`src/rtl/ram_7x1_ctrl.sv`:
```
// Sweep sequencer, round-robin write arbiter and registered read front-end for
// one ram_7x1 bit table. The RAM powers up undefined, so every entry is rewritten after reset/flush.
module ram_7x1_ctrl #(
   parameter int   DEPTH    = 7,
   parameter int   ADDR_W   = 3,
   parameter logic INIT_VAL = 1'b0
) (
   input  logic              clock,
   input  logic              reset,
   input  logic              flush_req,
   output logic              busy,
   input  logic              wa_valid,
   output logic              wa_ready,
   input  logic [ADDR_W-1:0] wa_addr,
   input  logic              wa_data,
   input  logic              wb_valid,
   output logic              wb_ready,
   input  logic [ADDR_W-1:0] wb_addr,
   input  logic              wb_data,
   input  logic              rd_valid,
   output logic              rd_ready,
   input  logic [ADDR_W-1:0] rd_addr,
   output logic              rd_resp_valid,
   output logic              rd_resp_data,
   output logic [ADDR_W-1:0] mem_R0_addr,
   output logic              mem_R0_en,
   input  logic              mem_R0_data,
   output logic [ADDR_W-1:0] mem_W0_addr,
   output logic              mem_W0_en,
   output logic              mem_W0_data
);

   typedef enum logic [1:0] {ST_INIT, ST_RUN, ST_FLUSH} state_t;

   localparam logic [ADDR_W-1:0] LAST_ADDR = ADDR_W'(DEPTH - 1);
   localparam logic [ADDR_W:0]   DEPTH_X   = (ADDR_W + 1)'(DEPTH);

   state_t            state;
   logic [ADDR_W-1:0] sweep_cnt;
   logic              prio;          // 0: A wins a tie, 1: B wins a tie
   logic              resp_vld_p1;
   logic              resp_data_p1;

   logic              in_run;
   logic              grant_a;
   logic              grant_b;
   logic [ADDR_W-1:0] wr_addr;
   logic              wr_data;
   logic              wr_commit;
   logic              rd_accept;
   logic              rd_data_p0;

   function automatic logic in_range(input logic [ADDR_W-1:0] a);
      return {1'b0, a} < DEPTH_X;
   endfunction

   // Stage 0: arbitration, RAM port drive and read-data selection
   always_comb begin
      in_run    = (state == ST_RUN);
      grant_a   = in_run & wa_valid & (~wb_valid | ~prio);
      grant_b   = in_run & wb_valid & (~wa_valid | prio);
      wr_addr   = grant_b ? wb_addr : wa_addr;
      wr_data   = grant_b ? wb_data : wa_data;
      wr_commit = (grant_a | grant_b) & in_range(wr_addr);
      rd_accept = in_run & rd_valid;

      // A same-cycle write to the read address must win over the stale RAM bit
      if (!in_range(rd_addr))
         rd_data_p0 = INIT_VAL;
      else if (wr_commit && (wr_addr == rd_addr))
         rd_data_p0 = wr_data;
      else
         rd_data_p0 = mem_R0_data;

      if (!in_run) begin
         mem_W0_en   = 1'b1;
         mem_W0_addr = sweep_cnt;
         mem_W0_data = INIT_VAL;
      end else begin
         mem_W0_en   = wr_commit;
         mem_W0_addr = wr_addr;
         mem_W0_data = wr_data;
      end

      busy        = ~in_run;
      wa_ready    = grant_a;
      wb_ready    = grant_b;
      rd_ready    = in_run;
      mem_R0_en   = rd_accept;
      mem_R0_addr = in_run ? rd_addr : '0;
   end

   // Stage 1: control state and registered read response
   always_ff @(posedge clock or negedge reset) begin
      if (!reset) begin
         state        <= ST_INIT;
         sweep_cnt    <= '0;
         prio         <= 1'b0;
         resp_vld_p1  <= 1'b0;
         resp_data_p1 <= 1'b0;
      end else begin
         case (state)
            ST_INIT, ST_FLUSH: begin
               if (sweep_cnt == LAST_ADDR) begin
                  state     <= ST_RUN;
                  sweep_cnt <= '0;
               end else begin
                  sweep_cnt <= sweep_cnt + ADDR_W'(1);
               end
            end
            ST_RUN: begin
               if (flush_req)
                  state <= ST_FLUSH;
            end
            default: state <= ST_INIT;
         endcase

         if (in_run && wa_valid && wb_valid)
            prio <= ~prio;

         resp_vld_p1 <= rd_accept;
         if (rd_accept)
            resp_data_p1 <= rd_data_p0;
      end
   end

   assign rd_resp_valid = resp_vld_p1;
   assign rd_resp_data  = resp_data_p1;

endmodule

```
`config.mk`:
```
export PLATFORM = sky130hd
export DESIGN_NAME = ram_7x1_ctrl
export DESIGN_NICKNAME = d
export VERILOG_FILES = /design/src/rtl/ram_7x1_ctrl.sv
export SDC_FILE = /design/constraint.sdc
export NUM_CORES = 1
export LEC_CHECK = 0
export BUFFER_PORTS_ARGS = -buffer_cell sky130_fd_sc_hd__buf_2
export CORE_MARGIN = 1.5
export CORE_UTILIZATION = 35
export DETAILED_ROUTE_END_ITERATION = 10
export GPL_ROUTABILITY_DRIVEN = 1
export PLACE_DENSITY = 0.65
export SLEW_MARGIN = 20
export SYNTH_ARGS = -nofsm -noshare
export SYNTH_HDL_FRONTEND = slang
export SYNTH_SLANG_ARGS = --single-unit
```
`constraint.sdc`:
```
create_clock -name clock -period 1.6 [get_ports clock]
set_input_delay 0.48 -clock clock [delete_from_list [all_inputs] [get_ports clock]]
set_output_delay 0.48 -clock clock [all_outputs]
set_load 0.02 [all_outputs]
```
== Yosys cells after proc, flatten, opt, wreduce, memory -nomap -nowiden ==
Index checks and enable logic that the tools add are counted.
W data, S select, Z words.
Word-level totals
  flip-flop bits (word level): 8
  bits of input ports: 18
Cells by class
  $add $sub $neg: 1
  magnitude comparators: 2
  eq/ne operators: 6
  muxes and demuxes: 12
  bitwise logic cells: 13
  reduce and logical (&&, ||, !) cells: 6
Operators by type and width (number)
  $mux W3: 4
  $and A1 B1 Y1: 6
  $lt A3 B3 Y1 const B: 2
  $mux W1: 5
  $mux W2: 2
  $ne A2 B2 Y1 const B: 2
  $not A1 Y1: 4
  $pmux W2 S2: 1
  $add A3 B1 Y3 const B: 1
  $eq A3 B3 Y1: 1
  $eq A3 B3 Y1 const B: 1
  $logic_and A1 B1 Y1: 3
  $or A1 B1 Y1: 3
  $eq A2 B1 Y1 const B: 1
  $eq A2 B2 Y1 const B: 1
  $logic_not A2 Y1: 1
  $reduce_and A2 Y1: 1
  $reduce_or A2 Y1: 1

== Logic depth before layout (Yosys ltp) ==
  depth in word-level cells: 9
  mapped depth: 8
  depth with buffers taken out: 6

== Worst setup path after synthesis ==
No wires, ideal clock.
  kind: input port to output port
  from: input port wb_valid
  to: output port mem_W0_en
  arrival: 1.612 ns
  slack: -0.492 ns
  cell stages on the path: 5
  path buffers: 0
  cells stage by stage: and3b_4 > nand2_4 > inv_1 > o21ai_0 > o21ai_0
On the way
  cells in the longest elaborated chain, start to end: 6
  elaborated cells between the ends (all ways): 10
Ends and longest elaborated chain
  start: declaration: RTL line 16  | input logic wb_valid,
  $and A1 B1 Y1 (*) (2 in a row): RTL line 61  | grant_b = in_run & wb_valid & (~wa_valid | prio);
  via wb_ready: RTL line 17  | output logic wb_ready,
  $mux W3: RTL line 62  | wr_addr = grant_b ? wb_addr : wa_addr;
  $lt A3 B3 Y1: RTL line 54  | return {1'b0, a} < DEPTH_X;
  $and A1 B1 Y1 (*): RTL line 64  | wr_commit = (grant_a | grant_b) & in_range(wr_addr);
  $mux W1 (*): RTL line 75  | if (!in_run) begin
  end: declaration: RTL line 29  | output logic mem_W0_en,
Mark *: on every way through the listed nets, which the timed path passes. The rest lies on a longest branch.

== Worst setup path in the final report ==
  from: register state[1]
  to: output port mem_W0_addr[1]
On the way
  cells in the longest elaborated chain, start to end: 5
Ends and longest elaborated chain
  start: declaration: RTL line 38  | state_t state;
  start signal: assignment: RTL line 96  | state <= ST_INIT;
  start signal: assignment: RTL line 105  | state <= ST_RUN;
  start signal: assignment: RTL line 113  | state <= ST_FLUSH;
  $eq A2 B1 Y1 (*): RTL line 59  | in_run = (state == ST_RUN);
  $and A1 B1 Y1 (2 in a row): RTL line 61
  $mux W3: RTL line 62
  $mux W3 (*): RTL line 75
  end: declaration: RTL line 28  | output logic [ADDR_W-1:0] mem_W0_addr,
Every way passes the cells marked *; elsewhere a longest branch is shown, timed or not.

==> results.txt <==
Outcome: complete, but fails checks
Failing checks: negative setup slack
CP bufs+invs: 2
Vias per inst: 5.18
Async set-or-reset flop fraction in the synthesized netlist: 100%
Cell Pwr Density: 1320 nW/um^2
FILL cells: 173
Global-route wire length before repair: 3140 um
Io pins: 33
Slew headroom: 83.9%
Syn Nets: 103
EDFF count, synth: 0
Area Growth Syn to Fin: 76.7%
Post-Synth Adder-Cell Area: 0%
Detailed Place HPWL: 1550 um
Fin nets: 161
Routed vias: 871
Max Clk Rate: 478 MHz
Core box area: 1920 um^2
Final ANT Viol Nets: 0
Pleak: 0.000585 uW
Fin Clk Skew: 0.00778 ns
Synth area leader: dfrtp_1
N_diodes: 0
CTS Buffer Depth: 2
Post-synthesis sequential area ratio: 28.5%
Crit path DAT: 1.61 ns
Worst hold path class: in2async
Starting Density: 36.6%
Placed Cells: 158
Top cell type's share of synthesized area: 28.5%
CP Capture Type: primary output
# setup viols final: 14
Slew Limit Fails: 0
Commonest cells post-synth: nand2_1, dfrtp_1, o21ai_0, nor2b_1, nor2_1
Die Y: 47.8 um
Vias in the first global route: 733
Post-synthesis mux area share: 8.90%
Post-route worst setup slack: -0.492 ns
CP Class: reg2out
Initial antenna violation count: 0
CTS tree: built
Root Driver: clkbuf_4
Top-count cell post-synth: nand2_1
RSZ-0062 raised after global routing: true
Total wire length: 2120 um
Final Non-Filler Cells: 168
Yosys reg bits: 8
Transition time of the tightest slew-check pin: 0.240 ns
Critical Path Slowest Stage Cell: dfrtp_1
Rows: 16
Minimum clock period: 2.09 ns
Synth cell types: 35
Crit-path cells: and3b_4, nand2_4, clkinvlp_4, mux2i_1, o21ai_2, buf_6
Initial DRC Count: 17
Port Buffers: 32
Synth warn: 0
Remaining Overflow, GRT: 0
Critical path startpoint category: register
Hold slack: 0.0587 ns
Share of cells above drive strength 1: 58.2%
Die W: 47.8 um
Clock latency at the later pin of the worst-skew pair: 0.25 ns
First drt pass iteration count: 4
DP Area: 1020 um^2
Compound-Gate Fraction of Synth Area: 18.1%
Synth area leaders: dfrtp_1, nand2_1, nor2b_1, mux2i_1, o21ai_0
Synth Area in XOR/XNOR: 1.25%
Required @ worst endpoint: 1.12 ns
DRC Markers: 0
GRT Overall Usage: 20.0%
Pin count of the biggest net entering global routing: 9
Max Fanout on Critical Path: 5
Syn_area_per_cell: 8.27 um^2
Final Hold Violating Endpoints: 0
Simple-gate share of the synthesized area: 36.8%
Final instance area: 1240 um^2
# clock sinks: 8
Clock buffer count from CTS: 3
Die area: 2290 um^2
Fin Setup TNS: -4.85 ns
Gate Count Post-Synth: 85
Max stage delay on crit path: 0.40 ns
Prevailing post-synth register cell: dfrtp_1
Clock-pin slew on the worst setup and hold paths: 0.06 ns
H-tree levels: 1
Peak VDD IR: 0.000599 V
GP Congestion: 0.963
Pre-CTS setup slack: -0.367 ns
Largest family of logic cells by synthesized area: simple AND/OR/NAND/NOR gates
Wire length per cell: 12.6 um
CP top delay family: flip-flops
# Max-Cap Violations: 0
Period utilization: 131%
Synthesized cell area: 703 um^2
metrics by stage:
stage          util [%]  total power, uW
2_1_floorplan         -              954
5_1_grt            64.6             1750
3_3_place_gp       53.3             1220
4_1_cts            61.3             1580
3_5_place_dp       53.3             1240
6_report           64.6             1640
metal layers:
layer,share of wire (%),vias up,track usage [%]
met3,5.3,2,4.91
li1,-,422,-
met1,48,415,26.7
met5,0,-,0
met2,47,32,30.9
met4,0.57,0,8.11
final cells by class:
type                       count  area [um^2]  area share [%]
clock buffer                   3         22.5            1.81
inverter                       4         26.3            2.11
multi-input combinational     70          517            41.6
sequential                     8          200            16.1
tap                           27         33.8            2.72
timing repair buffer          55          439            35.3
timing repair inverter         1         3.75           0.302
flip-flops by register name, summed over array words and instances (netlist names):
| register | count |
|---|---|
| rd_resp_data | 1 |
| sweep_cnt | 3 |
| rd_resp_valid | 1 |
| state | 2 |
| prio | 1 |
path summary, 6_finish.rpt:
| check | from | end | slack (ns) | cells after the start |
|---|---|---|---|---|
| setup reg to reg | state[1] | rd_resp_data | -0.35 | 7 |
| setup / recovery | state[1] | mem_W0_addr[1] | -0.49 | 6 |
| min in group clock | flush_req | state[0] | 0.42 | 2 |
| max in group asynchronous | reset | sweep_cnt[0] | 1.36 | 1 |
| hold reg to reg | rd_resp_data | rd_resp_data | 0.51 | 2 |
| hold / removal | reset | state[1] | 0.06 | 1 |
cells by family after synthesis:
group,Yosys count
AO/OA/AOI/OAI,20
AND/OR/NAND/NOR,44
multiplexers,5
buffers and inverters,7
XOR/XNOR,1
flip-flops,8
layout by cell type (no fill, tap or decap), drive strengths merged:
| cell | netlist | final |
|---|---|---|
| a211oi | 1 | 1 |
| and2 | 3 | 3 |
| buf | 2 | 55 |
| and3b | 1 | 1 |
| mux2i | 4 | 4 |
| nor2 | 6 | 6 |
| o22ai | 2 | 2 |
| xnor2 | 1 | 1 |
| nand2 | 14 | 14 |
| clkbuf | 1 | 3 |
| or4bb | 1 | 1 |
| clkinvlp | 0 | 1 |
| nand3 | 4 | 4 |
| nand3b | 1 | 1 |
| a31oi | 1 | 1 |
| nand2b | 2 | 2 |
| or2 | 1 | 1 |
| a21o | 1 | 1 |
| o21ai | 8 | 8 |
| mux4 | 1 | 1 |
| o311ai | 1 | 1 |
| nand4b | 2 | 2 |
| o32ai | 1 | 1 |
| inv | 4 | 4 |
| o211ai | 2 | 2 |
| o31ai | 1 | 1 |
| nand4 | 1 | 1 |
| dfrtp | 8 | 8 |
| a21oi | 1 | 1 |
| nor2b | 7 | 7 |
| a22o | 1 | 1 |
| and2b | 1 | 1 |
report_power, final:
part           total [uW]  internal (uW)  switching [uW]
logic                1110            569             540
registers             376            288            87.8
clock network         156           86.0            70.3
timing repair:
| action | in CTS | in global routing |
|---|---|---|
| pin swaps | 4 | 5 |
| setup endpoints to repair | 14 | 14 |
| endpoints found under the hold margin | 0 | 0 |
| hold buffers | 0 | 0 |
| gates resized for setup | 30 | 11 |
| buffers inserted | 3 | 3 |
| cloned | 1 | 0 |
No activity file was read; power rests on OpenSTA's default activity.
